`config.mk`:
```
export PLATFORM = sky130hd
export DESIGN_NAME = processor
export DESIGN_NICKNAME = d
export VERILOG_FILES = /design/src/rtl/processor_pkg.sv /design/src/rtl/processor_alu.sv /design/src/rtl/processor.sv
export SDC_FILE = /design/constraint.sdc
export NUM_CORES = 2
export LEC_CHECK = 0
export CELL_PAD_IN_SITES_DETAIL_PLACEMENT = 0
export CELL_PAD_IN_SITES_GLOBAL_PLACEMENT = 1
export CORE_MARGIN = 4
export CORE_UTILIZATION = 55
export DETAILED_ROUTE_END_ITERATION = 8
export PLACE_DENSITY = 0.92
export SLEW_MARGIN = 30
export SYNTH_ARGS = -nofsm -noshare
export SYNTH_HDL_FRONTEND = slang
export SYNTH_SLANG_ARGS = --single-unit
```
`constraint.sdc`:
```
create_clock -name clk -period 11.95 [get_ports clk]
set_clock_uncertainty 0.15 [all_clocks]
set_input_delay 1.7925 -clock clk [delete_from_list [all_inputs] [get_ports clk]]
set_output_delay 1.7925 -clock clk [all_outputs]
set_load 0.03 [all_outputs]
```
`src/rtl/processor_pkg.sv`:
```
// Shared constants and types for the processor: data width, MIPS opcode/funct values, ALU operations.
package processor_pkg;

  localparam int DATA_W = 32;
  localparam int REG_AW = 5;
  localparam int NREGS  = 32;
  localparam int BUF_N  = 4;

  localparam logic [5:0] OP_RTYPE = 6'h00;
  localparam logic [5:0] OP_ADDI  = 6'h08;
  localparam logic [5:0] OP_ANDI  = 6'h0C;
  localparam logic [5:0] OP_ORI   = 6'h0D;
  localparam logic [5:0] OP_XORI  = 6'h0E;
  localparam logic [5:0] OP_LUI   = 6'h0F;

  localparam logic [5:0] FN_ADD = 6'h20;
  localparam logic [5:0] FN_SUB = 6'h22;
  localparam logic [5:0] FN_AND = 6'h24;
  localparam logic [5:0] FN_OR  = 6'h25;
  localparam logic [5:0] FN_XOR = 6'h26;
  localparam logic [5:0] FN_NOR = 6'h27;

  typedef enum logic [2:0] {
    ALU_NOP,
    ALU_ADD,
    ALU_SUB,
    ALU_AND,
    ALU_OR,
    ALU_XOR,
    ALU_NOR,
    ALU_PASS_B
  } alu_op_e;

  function automatic logic [DATA_W-1:0] zext16(input logic [15:0] v);
    return {16'h0000, v};
  endfunction

  function automatic logic [DATA_W-1:0] sext16(input logic [15:0] v);
    return {{16{v[15]}}, v};
  endfunction

endpackage

```
`src/rtl/processor_alu.sv`:
```
// Combinational decode + ALU for one instruction word. Unsupported encodings decode to ALU_NOP
// and produce no write and a zero result.
module processor_alu
  import processor_pkg::*;
(
  input  logic [DATA_W-1:0] inst,
  input  logic [DATA_W-1:0] rs_data,
  input  logic [DATA_W-1:0] rt_data,
  output logic [DATA_W-1:0] result,
  output logic [REG_AW-1:0] rd,
  output logic              wen
);

  logic [5:0]        op;
  logic [5:0]        funct;
  logic [15:0]       imm;
  logic [REG_AW-1:0] rt_field;
  logic [REG_AW-1:0] rd_field;
  alu_op_e           alu_op;
  logic [DATA_W-1:0] operand_b;
  logic [REG_AW-1:0] dest;
  logic [DATA_W-1:0] value;
  logic              unused_shamt;

  assign op           = inst[31:26];
  assign funct        = inst[5:0];
  assign imm          = inst[15:0];
  assign rt_field     = inst[20:16];
  assign rd_field     = inst[15:11];
  assign unused_shamt = ^inst[10:6];

  always_comb begin
    alu_op    = ALU_NOP;
    operand_b = '0;
    dest      = '0;
    case (op)
      OP_RTYPE: begin
        dest      = rd_field;
        operand_b = rt_data;
        case (funct)
          FN_ADD:  alu_op = ALU_ADD;
          FN_SUB:  alu_op = ALU_SUB;
          FN_AND:  alu_op = ALU_AND;
          FN_OR:   alu_op = ALU_OR;
          FN_XOR:  alu_op = ALU_XOR;
          FN_NOR:  alu_op = ALU_NOR;
          default: alu_op = ALU_NOP;
        endcase
      end
      OP_ADDI: begin
        alu_op    = ALU_ADD;
        dest      = rt_field;
        operand_b = sext16(imm);
      end
      OP_ANDI: begin
        alu_op    = ALU_AND;
        dest      = rt_field;
        operand_b = zext16(imm);
      end
      OP_ORI: begin
        alu_op    = ALU_OR;
        dest      = rt_field;
        operand_b = zext16(imm);
      end
      OP_XORI: begin
        alu_op    = ALU_XOR;
        dest      = rt_field;
        operand_b = zext16(imm);
      end
      OP_LUI: begin
        alu_op    = ALU_PASS_B;
        dest      = rt_field;
        operand_b = {imm, 16'h0000};
      end
      default: alu_op = ALU_NOP;
    endcase
  end

  // ADD/SUB wrap silently; there is no overflow trap.
  always_comb begin
    value = '0;
    case (alu_op)
      ALU_ADD:    value = rs_data + operand_b;
      ALU_SUB:    value = rs_data - operand_b;
      ALU_AND:    value = rs_data & operand_b;
      ALU_OR:     value = rs_data | operand_b;
      ALU_XOR:    value = rs_data ^ operand_b;
      ALU_NOR:    value = ~(rs_data | operand_b);
      ALU_PASS_B: value = operand_b;
      default:    value = '0;
    endcase
  end

  assign result = value;
  assign rd     = (alu_op != ALU_NOP) ? dest : '0;
  assign wen    = (alu_op != ALU_NOP) && (dest != '0);

endmodule

```
`src/rtl/processor.sv`:
```
// Single-issue in-order processor: 4-word fetch buffer, 32x32 register file, one retirement per cycle.
// Define PROCESSOR_PREFETCH_EN to refill the buffer while its last instruction retires.
module processor
  import processor_pkg::*;
#(
  parameter logic [31:0] RESET_PC = 32'h0000_0000
) (
  input  logic              clk,
  input  logic              rst,
  output logic [31:0]       inst_address,
  output logic              InstMem_Read,
  input  logic              InstMem_Ready,
  input  logic [31:0]       inst1_in,
  input  logic [31:0]       inst2_in,
  input  logic [31:0]       inst3_in,
  input  logic [31:0]       inst4_in,
  output logic              commit,
  output logic [31:0]       commit_pc,
  output logic              commit_wen,
  output logic [REG_AW-1:0] commit_rd,
  output logic [DATA_W-1:0] commit_data
);

  // PCs are kept as word addresses so the byte address is aligned by construction.
  logic [29:0]       fetch_pc_q, fetch_pc_d;
  logic [29:0]       block_pc_q, block_pc_d;
  logic [1:0]        head_q, head_d;
  logic [2:0]        count_q, count_d;
  logic [DATA_W-1:0] buf_q [BUF_N];
  logic [DATA_W-1:0] rf_q  [NREGS];

  logic [DATA_W-1:0] fetch_word [BUF_N];
  logic              fetch_req;
  logic              load;
  logic              retire;
  logic [DATA_W-1:0] head_inst;
  logic [REG_AW-1:0] rs_addr;
  logic [REG_AW-1:0] rt_addr;
  logic [DATA_W-1:0] rs_data;
  logic [DATA_W-1:0] rt_data;
  logic [DATA_W-1:0] alu_result;
  logic [REG_AW-1:0] alu_rd;
  logic              alu_wen;

  assign fetch_word[0] = inst1_in;
  assign fetch_word[1] = inst2_in;
  assign fetch_word[2] = inst3_in;
  assign fetch_word[3] = inst4_in;

`ifdef PROCESSOR_PREFETCH_EN
  assign fetch_req = !rst && ((count_q == 3'd0) || (count_q == 3'd1));
`else
  assign fetch_req = !rst && (count_q == 3'd0);
`endif

  assign load         = fetch_req && InstMem_Ready;
  assign retire       = !rst && (count_q != 3'd0);
  assign InstMem_Read = fetch_req;
  assign inst_address = {fetch_pc_q, 2'b00};

  assign head_inst = buf_q[head_q];
  assign rs_addr   = head_inst[25:21];
  assign rt_addr   = head_inst[20:16];
  assign rs_data   = (rs_addr == '0) ? '0 : rf_q[rs_addr];
  assign rt_data   = (rt_addr == '0) ? '0 : rf_q[rt_addr];

  processor_alu u_alu (
    .inst    (head_inst),
    .rs_data (rs_data),
    .rt_data (rt_data),
    .result  (alu_result),
    .rd      (alu_rd),
    .wen     (alu_wen)
  );

  assign commit      = retire;
  assign commit_pc   = retire ? {block_pc_q + 30'(head_q), 2'b00} : '0;
  assign commit_wen  = retire && alu_wen;
  assign commit_rd   = retire ? alu_rd : '0;
  assign commit_data = retire ? alu_result : '0;

  // A load overrides the retire update, which is what lets prefetch refill on the last retirement.
  always_comb begin
    fetch_pc_d = fetch_pc_q;
    block_pc_d = block_pc_q;
    head_d     = head_q;
    count_d    = count_q;
    if (retire) begin
      head_d  = head_q + 2'd1;
      count_d = count_q - 3'd1;
    end
    if (load) begin
      fetch_pc_d = fetch_pc_q + 30'd4;
      block_pc_d = fetch_pc_q;
      head_d     = 2'd0;
      count_d    = 3'd4;
    end
  end

  always_ff @(posedge clk) begin
    if (rst) begin
      fetch_pc_q <= RESET_PC[31:2];
      block_pc_q <= RESET_PC[31:2];
      head_q     <= 2'd0;
      count_q    <= 3'd0;
    end else begin
      fetch_pc_q <= fetch_pc_d;
      block_pc_q <= block_pc_d;
      head_q     <= head_d;
      count_q    <= count_d;
    end
  end

  always_ff @(posedge clk) begin
    if (load) begin
      for (int k = 0; k < BUF_N; k++) begin
        buf_q[k] <= fetch_word[k];
      end
    end
  end

  always_ff @(posedge clk) begin
    if (rst) begin
      for (int r = 0; r < NREGS; r++) begin
        rf_q[r] <= '0;
      end
    end else if (commit_wen) begin
      rf_q[commit_rd] <= commit_data;
    end
  end

endmodule

```
==> flow_summary.json <==
{
  "synth_cells": 5553,
  "wl_met2_um": 107000,
  "cts-root-buf": "clkbuf_16",
  "power.density_mw_per_mm2": 241,
  "fill_cells": 9045,
  "post-place-ws_ns": 1.27,
  "initial_core_util": 0.554,
  "synth-edff-count": 1152,
  "placed_cell_area_mm2": 0.0708,
  "post_synth.cell_area_avg_um2": 12.0,
  "dieHeight_um": 356,
  "slew_violations": 0,
  "outcome": "complete, no violations",
  "vias": 52600,
  "synth_flop_cell": "edfxtp_1",
  "stdcell_area_mm2": 0.0751,
  "worst_pin_slew_ns": 1.13,
  "hold_viol_final": 0,
  "min_path_type": "reg -> reg",
  "crit_path_start_kind": "flip-flop",
  "cap_viol_max_count": 0,
  "cpMostUsedCell": "a21oi_1",
  "cts-htree-levels": 4,
  "ios": 235,
  "tritoncts": "built",
  "dieArea_mm2": 0.127,
  "period_minus_slack_ns": 11.47,
  "fp-row-count": 127,
  "cp_max_fo": 27,
  "critPathRequiredTime_ns": 10.01,
  "power_leakage_nw": 27.2,
  "min_period_over_period": 0.960,
  "rsz0062_at_grt": "no",
  "slew_headroom": 0.237,
  "vias_per_cell": 7.12,
  "routed.top_layer": "met5",
  "first_global_vias": 50700,
  "core_mm2": 0.120,
  "drt-met1-wl_um": 83300,
  "area_growth_pct": 12.8,
  "cts_setup_buffers": 0,
  "insertion_delay_ns": 0.79,
  "met3WireLength_um": 46200,
  "cp.arrival_ns": 9.53,
  "grt_antenna_before_repair": 13,
  "grt_max_degree": 102,
  "mostFrequentLayoutCells": "1,152 x edfxtp_1, 1,090 x nor2_1, 490 x nand2_1",
  "drive_above_1_share": 0.160,
  "setup_viol_count_final": 0,
  "setup_ws_ns": 0.480,
  "fin_setup_tns_ns": 0,
  "layout.nets": 5903,
  "end_kind": "primary output",
  "first_pass_iters": 9,
  "utilization": 0.625,
  "cp_slowest_stage_delay_ns": 0.85,
  "drt_iter0_markers": 10300,
  "clk_pin_slew_ns": 0.06,
  "ir_drop_mv": 0.215,
  "dp.final_hpwl_um": 153000,
  "drc": 0,
  "fmax_mhz": 87.2,
  "totalWireLength_um": 259000,
  "overflow": 0,
  "numCtsBuffers": 134,
  "cts.sinks": 1215,
  "post_cts_resized": 0,
  "ys_ff_latch": 1215,
  "crit_slowest_cell": "a2111oi_2",
  "grt_pass1_wl_um": 360000,
  "synth-async-reset-ratio": 0,
  "worst-setup-path-type": "reg -> out",
  "grt_usage": 0.399,
  "io_buffers": 228,
  "clock_path_buffers": 3,
  "synth.distinct_cells": 87,
  "final_common_cell": "edfxtp_1",
  "yosys_warnings": 0,
  "ant_nets": 0,
  "yosysSeqAreaShare": 0.539,
  "fp.dieW_um": 356,
  "netlist_area_mm2": 0.0666,
  "power.total_mw": 18.1,
  "place_congestion": 1.01,
  "avgRoutedWirePerCell_um": 35.0,
  "hold_buffers": 0
}
final cells by class:
type	instances	area (um2)	area share
antenna	4	10.0	0.000133
tap	1612	2020	0.0269
clock buffer	168	3610	0.0480
sequential	1215	35900	0.477
multi-input combinational	3775	28700	0.382
clock inverter	67	558	0.00743
inverter	114	428	0.00570
timing repair buffer	431	3950	0.0525
sequential cells by signal, indices dropped and copies added, names as in the netlist, named ones only:
signal,cells
head_q,2
fetch_pc_q,28
buf_q,128
rf_q,1024
count_q,3
block_pc_q,28
cells in the mapped netlist (all sizes together), types with 47 or more instances:
cell type	n	area (um2)
mux2	94	1060
o211ai	66	495
mux4	306	6890
xor2	61	534
xnor2	51	447
ha	100	1250
a32oi	66	578
a211oi	49	368
nand2b	100	626
nor2b	56	350
inv	113	424
a21oi	106	531
mux2i	462	4620
nor3	58	295
edfxtp	1152	34600
nor2	1099	4140
a21o	47	353
o21ai	96	480
clkbuf	253	950
nand2	520	1960
buf	235	1240
dfxtp	63	1260
through the flow:
step,std cells,hold slack [ns]
finish,7386,0.320
global route,7383,0.338
CTS,7377,0.323
detailed placement,7142,0.312
global placement,7141,0.306
floorplan,5590,0.295
per-layer routing:
layer	vias up	global-route usage
met5	-	0.0108
met4	26	0.264
met3	1341	0.161
met2	5344	0.570
met1	25200	0.501
li1	20700	-
cell families (layout without fill, tap and decap cells):
logic type	after synthesis	after routing	share of synthesized area
buf+inv	602	780	0.0393
mux	862	864	0.189
flops	1215	1215	0.539
compound gates	640	640	0.0698
simple gates	2019	2019	0.129
fa+ha+maj	102	102	0.0192
other cells	1	42	0.0000563
xor+xnor	112	112	0.0147
where the power goes:
part / total (mW) / internal (mW) / switching, mW
logic: 9.05 / 3.43 / 5.61
clock network: 4.03 / 2.29 / 1.74
registers: 5.01 / 4.88 / 0.128
critical path: cells and delay by family, from the launching register on:
| kind | cells | cell delay (ns) |
|---|---|---|
| AND/OR/NAND/NOR | 7 | 2.01 |
| buffers and inverters | 6 | 1.86 |
| flip-flops | 1 | 0.64 |
| AO/OA/AOI/OAI | 11 | 2.92 |
| multiplexers | 2 | 0.71 |
| XOR/XNOR | 2 | 0.23 |
| adder cells (fa/ha/maj) | 1 | 0.36 |
worst paths after layout:
check                 startpoint              end  slack [ns]  cells past startpoint
hold / removal    block_pc_q[18]   block_pc_q[18]        0.32                      2
setup / recovery       flip-flop  commit_data[27]        0.48                     29
hold reg to reg   block_pc_q[18]   block_pc_q[18]        0.32                      2
setup reg to reg       flip-flop     rf_q[12][31]        2.85                     25
Note: power is estimated with default switching activity, not from simulation.
